## config.mk

```make
export PLATFORM = sky130hd
export DESIGN_NAME = barrel_shift_pipe_ctrl
export DESIGN_NICKNAME = d
export VERILOG_FILES = /design/src/rtl/shift_pkg.sv /design/src/rtl/shift_stage_reg.sv /design/src/rtl/barrel_shift_pipe_ctrl.sv
export SDC_FILE = /design/constraint.sdc
export NUM_CORES = 1
export LEC_CHECK = 0
export CORE_MARGIN = 2
export CORE_UTILIZATION = 63
export CTS_BUF_LIST = sky130_fd_sc_hd__clkbuf_2
export CTS_CLUSTER_DIAMETER = 60
export DETAILED_ROUTE_END_ITERATION = 8
export PLACE_DENSITY = 0.91
export SLEW_MARGIN = 20
export SYNTH_ARGS = -nofsm -noshare
export SYNTH_HDL_FRONTEND = slang
export SYNTH_SLANG_ARGS = --single-unit
```

## constraint.sdc

```tcl
create_clock -name clk -period 2.4 [get_ports clk]
set_input_delay 0.48 -clock clk [delete_from_list [all_inputs] [get_ports clk]]
set_output_delay 0.48 -clock clk [all_outputs]
set_load 0.1 [all_outputs]
```

## src/rtl/shift_pkg.sv

```systemverilog
// Shared types, constants and helpers for the pipelined 16-bit barrel shifter.
package shift_pkg;

  localparam int WIDTH   = 16;
  localparam int SHAMT_W = 4;
  localparam int NSTAGES = SHAMT_W;

  typedef struct packed {
    logic [SHAMT_W-1:0] amount;
    logic               dir;
    logic               inv;
  } shift_ctl_t;

  typedef struct packed {
    logic             valid;
    logic [WIDTH-1:0] data;
    shift_ctl_t       ctl;
  } stage_t;

  function automatic logic [WIDTH-1:0] bit_reverse16(input logic [WIDTH-1:0] d);
    logic [WIDTH-1:0] r;
    r = '0;
    for (int i = 0; i < WIDTH; i++) begin
      r[i] = d[WIDTH-1-i];
    end
    return r;
  endfunction

  // A set select bit passes the bit through; a clear bit takes the shifted value.
  function automatic logic [WIDTH-1:0] stage_select(input int k, input logic [SHAMT_W-1:0] amount);
    return {WIDTH{~amount[k]}};
  endfunction

endpackage

```

## src/rtl/shift_stage_reg.sv

```systemverilog
// One left-shift mux stage (shift by 2^K) followed by its pipeline register.
module shift_stage_reg
  import shift_pkg::*;
#(
  parameter int K = 0
) (
  input  logic   clk,
  input  logic   reset,
  input  logic   advance,
  input  stage_t d,
  output stage_t q
);

  localparam int SHIFT = 1 << K;

  logic [WIDTH-1:0] sel;
  logic [WIDTH-1:0] shifted;
  logic [WIDTH-1:0] muxed;

  assign sel     = stage_select(K, d.ctl.amount);
  assign shifted = d.data << SHIFT;
  assign muxed   = (d.data & sel) | (shifted & ~sel);

  always_ff @(posedge clk or negedge reset) begin
    if (!reset) begin
      q <= '0;
    end else if (advance) begin
      q.valid <= d.valid;
      q.data  <= muxed;
      q.ctl   <= d.ctl;
    end
  end

endmodule

```

## src/rtl/barrel_shift_pipe_ctrl.sv

```systemverilog
// Four-stage pipelined barrel shifter: right shifts run as reversed left shifts,
// negative arithmetic right shifts run on the inverted operand.
module barrel_shift_pipe_ctrl
  import shift_pkg::*;
(
  input  logic              clk,
  input  logic              reset,
  input  logic              in_valid,
  output logic              in_ready,
  input  logic [WIDTH-1:0]  in_data,
  input  logic [SHAMT_W-1:0] in_amount,
  input  logic              in_dir,
  input  logic              in_arith,
  output logic              out_valid,
  input  logic              out_ready,
  output logic [WIDTH-1:0]  out_data,
  output logic              busy
);

  // Handshake: a transfer happens on a rising edge where valid & ready are both 1;
  // the pipeline moves as one (global stall), so in_ready depends only on S4 and out_ready.
  stage_t           s_in;
  stage_t           s_q [NSTAGES];
  stage_t           last;
  logic             inv;
  logic             advance;
  logic [WIDTH-1:0] x;
  logic [WIDTH-1:0] y;

  assign inv      = in_dir & in_arith & in_data[WIDTH-1];
  assign x        = in_data ^ {WIDTH{inv}};
  assign advance  = ~s_q[NSTAGES-1].valid | out_ready;
  assign in_ready = advance;

  always_comb begin
    s_in            = '0;
    s_in.valid      = in_valid & advance;
    s_in.data       = in_dir ? bit_reverse16(x) : x;
    s_in.ctl.amount = in_amount;
    s_in.ctl.dir    = in_dir;
    s_in.ctl.inv    = inv;
  end

  for (genvar k = 0; k < NSTAGES; k++) begin : g_stage
    if (k == 0) begin : g_first
      shift_stage_reg #(.K(k)) u_stage (
        .clk     (clk),
        .reset   (reset),
        .advance (advance),
        .d       (s_in),
        .q       (s_q[k])
      );
    end else begin : g_next
      shift_stage_reg #(.K(k)) u_stage (
        .clk     (clk),
        .reset   (reset),
        .advance (advance),
        .d       (s_q[k-1]),
        .q       (s_q[k])
      );
    end
  end

  assign last      = s_q[NSTAGES-1];
  assign y         = last.ctl.dir ? bit_reverse16(last.data) : last.data;
  assign out_data  = y ^ {WIDTH{last.ctl.inv}};
  assign out_valid = last.valid;

  always_comb begin
    busy = 1'b0;
    for (int k = 0; k < NSTAGES; k++) begin
      busy = busy | s_q[k].valid;
    end
  end

endmodule

```

Word-level counts from Yosys, hierarchy flattened
Index checks and enable logic that the tools add are counted.

operators by class
  bitwise logic cells = 30
  muxes and demuxes = 2

operators with widths
  operator          number
  $and A16 B16 Y16  8
  $not A16 Y16      4
  $or A16 B16 Y16   4
  $mux W16          2
  $xor A16 B16 Y16  2
  $not A1 Y1        5
  $or A1 B1 Y1      4
  $and A1 B1 Y1     3

storage, ports and cells
  logic and storage cells = 51
  output and inout bits = 19
  input bits = 26
  register bits after elaboration = 88

Longest topological paths before layout
Gate-level depths: netlist (run 1).

  word-level depth = 6
  depth in mapped cells = 7

Modules after synthesis
From an unflattened synthesis (run 1), not the netlist that was laid out.

second synthesis, totals
  cells, all modules = 449
  area total of the unflattened synthesis = 4828.4 um^2

by module, submodules not included
  module                                        cells each  area each (um^2)  seq. area each (um^2)  instances
  shift_stage_reg (g_stage[0].g_first.u_stage)  84          1002.2            575.6                  1
  shift_stage_reg (g_stage[1].g_next.u_stage)   84          999.7             575.6                  1
  shift_stage_reg (g_stage[2].g_next.u_stage)   84          997.2             575.6                  1
  shift_stage_reg (g_stage[3].g_next.u_stage)   84          982.2             575.6                  1
  barrel_shift_pipe_ctrl                        113         847.1             0.0                    1

Worst setup path before layout (run 1)
Ideal clock, no wire load.

  path type = flip-flop to output port
  from = reg g_stage[3].g_next.u_stage.q[1] in the netlist's numbering
  to = out out_data[10]
  slack = -553 ps
  cell stages (with the launch flop) = 5
  buffers on the path = 2
  required time = 1920 ps
  arrival = 2473 ps
  path through = dfrtp_1 -> buf_2 -> buf_2 -> mux2i_1 -> xnor2_1

on the way
  cells in the longest elaborated chain, start to end = 2

RTL lines
  what              line                          text
  start, declared   shift_stage_reg.sv:11         output stage_t q
  $mux W16          barrel_shift_pipe_ctrl.sv:65  assign y = last.ctl.dir ? bit_reverse16(last.data) : last.data;
  $xor A16 B16 Y16  barrel_shift_pipe_ctrl.sv:66  assign out_data = y ^ {WIDTH{last.ctl.inv}};
  end, declared     barrel_shift_pipe_ctrl.sv:16  output logic [WIDTH-1:0] out_data,

No other way between the ends.

Final worst setup path (run 1)
Same ends and word-level chain as after synthesis.

==> impl_metrics.json, run 1 <==
{
  "run_status": "completed",
  "synthFlopType": "dfrtp_1",
  "finalSetupTns_ns": 0,
  "cp.arrival_ns": 1.77,
  "min_period_over_period_pct": 93.81,
  "final_hold_viol_count": 0,
  "critPathSlowestCell": "dfrtp_1",
  "die_h_um": 86.32,
  "yosys.cell_count.top_type": "nand2_1",
  "yosysTopAreaCellShare_pct": 48.07,
  "num_vias": 3139,
  "io_buffers": 44,
  "drtIter0Drc": 195,
  "syn_nets": 467,
  "post_drt_wl_per_cell_um": 13.44,
  "synthTopCellsByArea": "dfrtp_1 48%, mux2i_1 12%, nand2_1 10%",
  "setup_viol": 0,
  "initial_core_util_pct": 63.90,
  "synth_area_mm2": 0.004269,
  "hold_path_depth": 2,
  "hpwl_mm": 5.663,
  "maxSlewHeadroom_pct": 46.30,
  "fin_worst_skew_ns": 0.01217,
  "grt_pass1_vias": 2937,
  "synth_top_area_cell": "dfrtp_1",
  "crit_path_end_kind": "primary output",
  "grt_max_degree": 93,
  "path_buf_inv": 2,
  "firstDrtPassIters": 5,
  "synth_cells": 441,
  "antenna_found_initial": 0,
  "clkTransAtPathRegs_ns": 0.19,
  "grt_pass1_wl_mm": 12.88,
  "insertion_delay_ns": 0.48,
  "drc": 0,
  "ioPinCount": 45,
  "clk_path_buf_depth": 2,
  "ctsRootBufferMaster": "clkbuf_2",
  "synth_commonest_cells": "115 x nand2_1, 82 x dfrtp_1, 52 x mux2i_1",
  "rows": 30,
  "required_ns": 1.92,
  "max_freq_mhz": 444.2,
  "cts.sinks": 82,
  "fin_cells": 556,
  "synth_warnings": 0,
  "drive_above_1_share_pct": 13.24,
  "grt.total_usage_pct": 21.80,
  "cp_num_cells": 4,
  "detail-route-antenna-nets": 0,
  "vias_per_cell": 5.646,
  "numCtsBuffers": 9,
  "cts_tree": "yes",
  "dp_cells": 539,
  "maxCapViolations": 0,
  "fin_crit_ns": 2.251,
  "drv_slew": 0,
  "place.gp.congestion": 0.8485,
  "chipWidth_um": 86.32,
  "holdWs_ns": 0.4950,
  "dieArea_mm2": 0.007451,
  "critPathLaunchType": "flop",
  "overflow": 0,
  "htree_levels": 3,
  "rsz0062_at_grt": "false",
  "ys_async_sr_fraction_pct": 100.0,
  "crit_family": "buffers and inverters",
  "cpPeakStageDelay_ns": 0.39,
  "critPathKind": "reg2out",
  "worst_r2r_path_depth": 4,
  "worst_slew_pin_slew_ns": 0.8055,
  "core_area_mm2": 0.006681,
  "diodes": 0,
  "synth_edf_count": 0,
  "ys_seq_area_share_pct": 48.07,
  "synth.ff_latch_count": 82,
  "avgSynthCellArea_um2": 9.680,
  "min_path_type": "reg2reg",
  "drt-total-wl_mm": 7.473,
  "cts_setup_buffers": 0,
  "nets": 497,
  "areaGrowthSynthToFinish_pct": 17.64,
  "path_max_fanout": 17,
  "worstPathCellList": "buf_6, mux2i_1, xnor2_2, buf_12",
  "yosys.cell_types.count": 40
}
worst reg2reg max path: stages, from the launching register on:
cell and delay (ns):
dfrtp_2 0.42, nor2b_4 0.20, buf_4 0.66, nand2_1 0.19, o21ai_1 0.10
cells in the final DEF (no fill, tap or decap), types with 5 or more instances in the layout:
cell	netlist	final
nand3b_1	15	15
xnor2_2	5	11
o21ai_1	37	37
nand2_1	115	115
buf_12	0	19
clkdlybuf4s50_1	0	24
dfrtp_1	82	81
nor2_1	16	16
mux2i_1	52	52
a221o_1	11	11
xnor2_1	21	15
clkbuf_2	0	12
buf_4	1	11
a21oi_1	7	7
nand2b_1	5	5
cells by family after synthesis:
| kind of cell | count (synthesis) | synth area share, % |
|---|---|---|
| buf+inv | 41 | 5.129 |
| simple gates | 164 | 16.76 |
| compound gates | 76 | 11.64 |
| flops | 82 | 48.07 |
| xor+xnor | 26 | 6.213 |
| mux | 52 | 12.19 |
flip-flops by register name, summed over array words and instances, names as in the netlist:
| signal | cells |
|---|---|
| g_stage.g_first.u_stage.q | 22 |
| g_stage.g_next.u_stage.q | 60 |
layer usage:
metal,global-route usage (%),vias to the layer above,routed length [µm]
met2,38.18,83,3975
met4,12.07,0,206
li1,-,1586,-
met1,25.35,1450,3069
met5,0,-,0
met3,3.714,20,222
final timing paths:
| kind | end | slack [ns] | start |
|---|---|---|---|
| setup / recovery | out_data[10] | 0.15 | g_stage[3].g_next.u_stage.q[1] |
| hold / removal | g_stage[0].g_first.u_stage.q[1] | 0.49 | g_stage[0].g_first.u_stage.q[1] |
| setup reg to reg | g_stage[3].g_next.u_stage.q[19] | 0.77 | g_stage[3].g_next.u_stage.q[22] |
| hold reg to reg | g_stage[0].g_first.u_stage.q[1] | 0.49 | g_stage[0].g_first.u_stage.q[1] |
| max in group asynchronous | g_stage[1].g_next.u_stage.q[10] | 1.26 | reset |
| min in group asynchronous | g_stage[1].g_next.u_stage.q[1] | 0.50 | reset |
metrics by stage:
| step | worst slack [ns] | area [µm²] | utilization (%) |
|---|---|---|---|
| 2_1_floorplan | -0.5528 | 4317 | - |
| 3_3_place_gp | 0.3338 | 4930 | 73.78 |
| 3_5_place_dp | 0.2744 | 4930 | 73.78 |
| 4_1_cts | 0.03491 | 5019 | 75.11 |
| 5_1_grt | 0.009085 | 5022 | 75.17 |
| 6_report | 0.1486 | 5022 | 75.17 |
area by class of cell:
class                           count  area [µm²]
Fill cell                         450        1659
Sequential cell                    82        2053
Clock buffer                       12       60.06
Timing Repair Buffer               56       724.4
Inverter                            4       15.01
Multi-Input combinational cell    318        2051
Tap cell                           80       100.1
Clock inverter                      4       18.77
timing repair:
item / in CTS / in global routing
endpoints found under the setup margin: 0 / 16
hold endpoints to repair: 45 / 0
gates resized for setup: 0 / 1
hold buffers: 1 / 0
Power of run 1 is not shown: default switching activity piles up to over one toggle a cycle in this logic, so the estimate is an artifact.
==> run 2, diff against run 1 <==
--- a/config.mk
+++ b/config.mk
@@ -5,7 +5,7 @@
 export SDC_FILE = /design/constraint.sdc
 export NUM_CORES = 1
 export LEC_CHECK = 0
-export CORE_MARGIN = 2
+export CORE_MARGIN = 8
 export CORE_UTILIZATION = 63
 export CTS_BUF_LIST = sky130_fd_sc_hd__clkbuf_2
 export CTS_CLUSTER_DIAMETER = 60
==> run 2 against run 1 <==
  * Non-clock buffer count rose by 1
  * Count of clock-buffer cells in the layout decreased by 2
  * Sequential share of layout area decreased by 0.71 points
  * Core utilization up 1.3 points
  * Clock skew rose by 0.0075 ns
  * Setup slack got worse by 0.018 ns
  * Critical endpoint unchanged
  * Largest cell class is now multi-input gates
==> impl_metrics.json, run 2 (synthesized netlist as in run 1, its figures left out) <==
{
  "clk_path_buf_depth": 2,
  "finalSetupTns_ns": 0,
  "multi_input_area_mm2": 0.002058,
  "path_max_fanout": 17,
  "min_path_type": "in2async",
  "grt.total_usage_pct": 17.66,
  "cts_setup_buffers": 0,
  "num_vias": 3163,
  "ioPinCount": 45,
  "antenna_found_initial": 0,
  "maxSlewHeadroom_pct": 44.69,
  "core_area_mm2": 0.006681,
  "fin_worst_skew_ns": 0.01966,
  "dp_cells": 541,
  "detail-route-antenna-nets": 0,
  "cp.arrival_ns": 1.79,
  "die_h_um": 98.32,
  "io_buffers": 44,
  "chipWidth_um": 98.32,
  "seq_area_mm2": 0.002053,
  "post_drt_wl_per_cell_um": 14.44,
  "rsz0062_at_grt": "true",
  "worst_slew_pin_slew_ns": 0.8297,
  "final_cell_mix": "115 x nand2_1, 81 x dfrtp_1, 50 x mux2i_1",
  "cts_tree": "yes",
  "vias_per_cell": 5.679,
  "top_regs": "g_stage.g_next.u_stage.q (60), g_stage.g_first.u_stage.q (22)",
  "fin_cells": 557,
  "maxCapViolations": 0,
  "initial_core_util_pct": 63.90,
  "insertion_delay_ns": 0.50,
  "numCtsBuffers": 9,
  "drive_above_1_share_pct": 13.84,
  "min_period_over_period_pct": 94.57,
  "drt-total-wl_mm": 8.044,
  "diodes": 0,
  "largest_reg_flops": 60,
  "grt_max_degree": 91,
  "grt_pass1_vias": 3181,
  "cts.sinks": 82,
  "required_ns": 1.92,
  "final_hold_viol_count": 0,
  "largest-register": "g_stage.g_next.u_stage.q",
  "dieArea_mm2": 0.009667,
  "drv_slew": 0,
  "hpwl_mm": 5.928,
  "rows": 30,
  "place.gp.congestion": 0.8518,
  "run_status": "completed",
  "fin_crit_ns": 2.270,
  "clkTransAtPathRegs_ns": 0.21,
  "areaGrowthSynthToFinish_pct": 19.72,
  "critPathKind": "reg2out",
  "nets": 498,
  "ctsRootBufferMaster": "clkbuf_2",
  "htree_levels": 3,
  "firstDrtPassIters": 7,
  "drtIter0Drc": 169,
  "crit_path_end_kind": "primary output",
  "drc": 0,
  "critPathLaunchType": "flop",
  "overflow": 0,
  "layout_commonest_cell": "nand2_1",
  "setup_viol": 0,
  "grt_pass1_wl_mm": 14.09,
  "max_freq_mhz": 440.6,
  "n_fill_cell": 429
}
-- run 2: per-stage QoR --
| step | util, % | hold slack, ns | area [µm²] | setup WS [ns] |
|---|---|---|---|---|
| detailed placement | 74.01 | 0.4564 | 4945 | 0.2556 |
| floorplan | - | 0.1844 | 4317 | -0.5528 |
| global placement | 74.01 | 0.4501 | 4945 | 0.4012 |
| global route | 76.50 | 0.05628 | 5111 | -0.005693 |
| finish | 76.50 | 0.05141 | 5111 | 0.1304 |
| CTS | 76.33 | 0.03438 | 5100 | 0.01864 |
-- run 2: worst paths after layout --
kind                                                       from                          endpoint  cells after the start  slack, ns
worst max-delay path             g_stage[3].g_next.u_stage.q[1]                      out_data[10]                      4       0.13
worst min-delay path                                      reset   g_stage[1].g_next.u_stage.q[22]                      1       0.05
worst max register to register  g_stage[3].g_next.u_stage.q[22]  g_stage[0].g_first.u_stage.q[14]                      4       0.92
worst min register to register  g_stage[0].g_first.u_stage.q[5]   g_stage[0].g_first.u_stage.q[5]                      2       0.50
max in group asynchronous                                 reset   g_stage[3].g_next.u_stage.q[20]                      2       1.73
min in group clk                                   in_amount[3]   g_stage[0].g_first.u_stage.q[5]                      3       0.48
-- run 2: layout make-up --
class / instances / share of cell area (%)
multi-input cells: 318 / 40.27
flip-flops and latches: 82 / 40.17
repair buffers: 57 / 14.27
clock inverters: 6 / 2.056
well taps: 80 / 1.958
clock buffers: 10 / 0.9792
inverters: 4 / 0.2938
-- run 2: metal layers --
layer / vias up / GRT usage, % / part of all wire, %
met4: 0 / 8.973 / 1.8
met2: 71 / 30.82 / 53
met1: 1492 / 19.26 / 40
met3: 15 / 4.765 / 4.7
li1: 1585 / - / -
met5: - / 0 / 0
-- run 2: worst max-delay path, cell delays in order (launching register included) --
cell and delay (ns):
dfrtp_1 0.39, buf_6 0.21, mux2i_1 0.32, xnor2_2 0.17, buf_12 0.20
-- run 2: timing repair --
item	in CTS	in global routing
gates resized for setup	0	3
endpoints found under the setup margin	0	16
hold buffers	0	0
hold endpoints to repair	0	0
Power of run 2 is left out for the same reason.
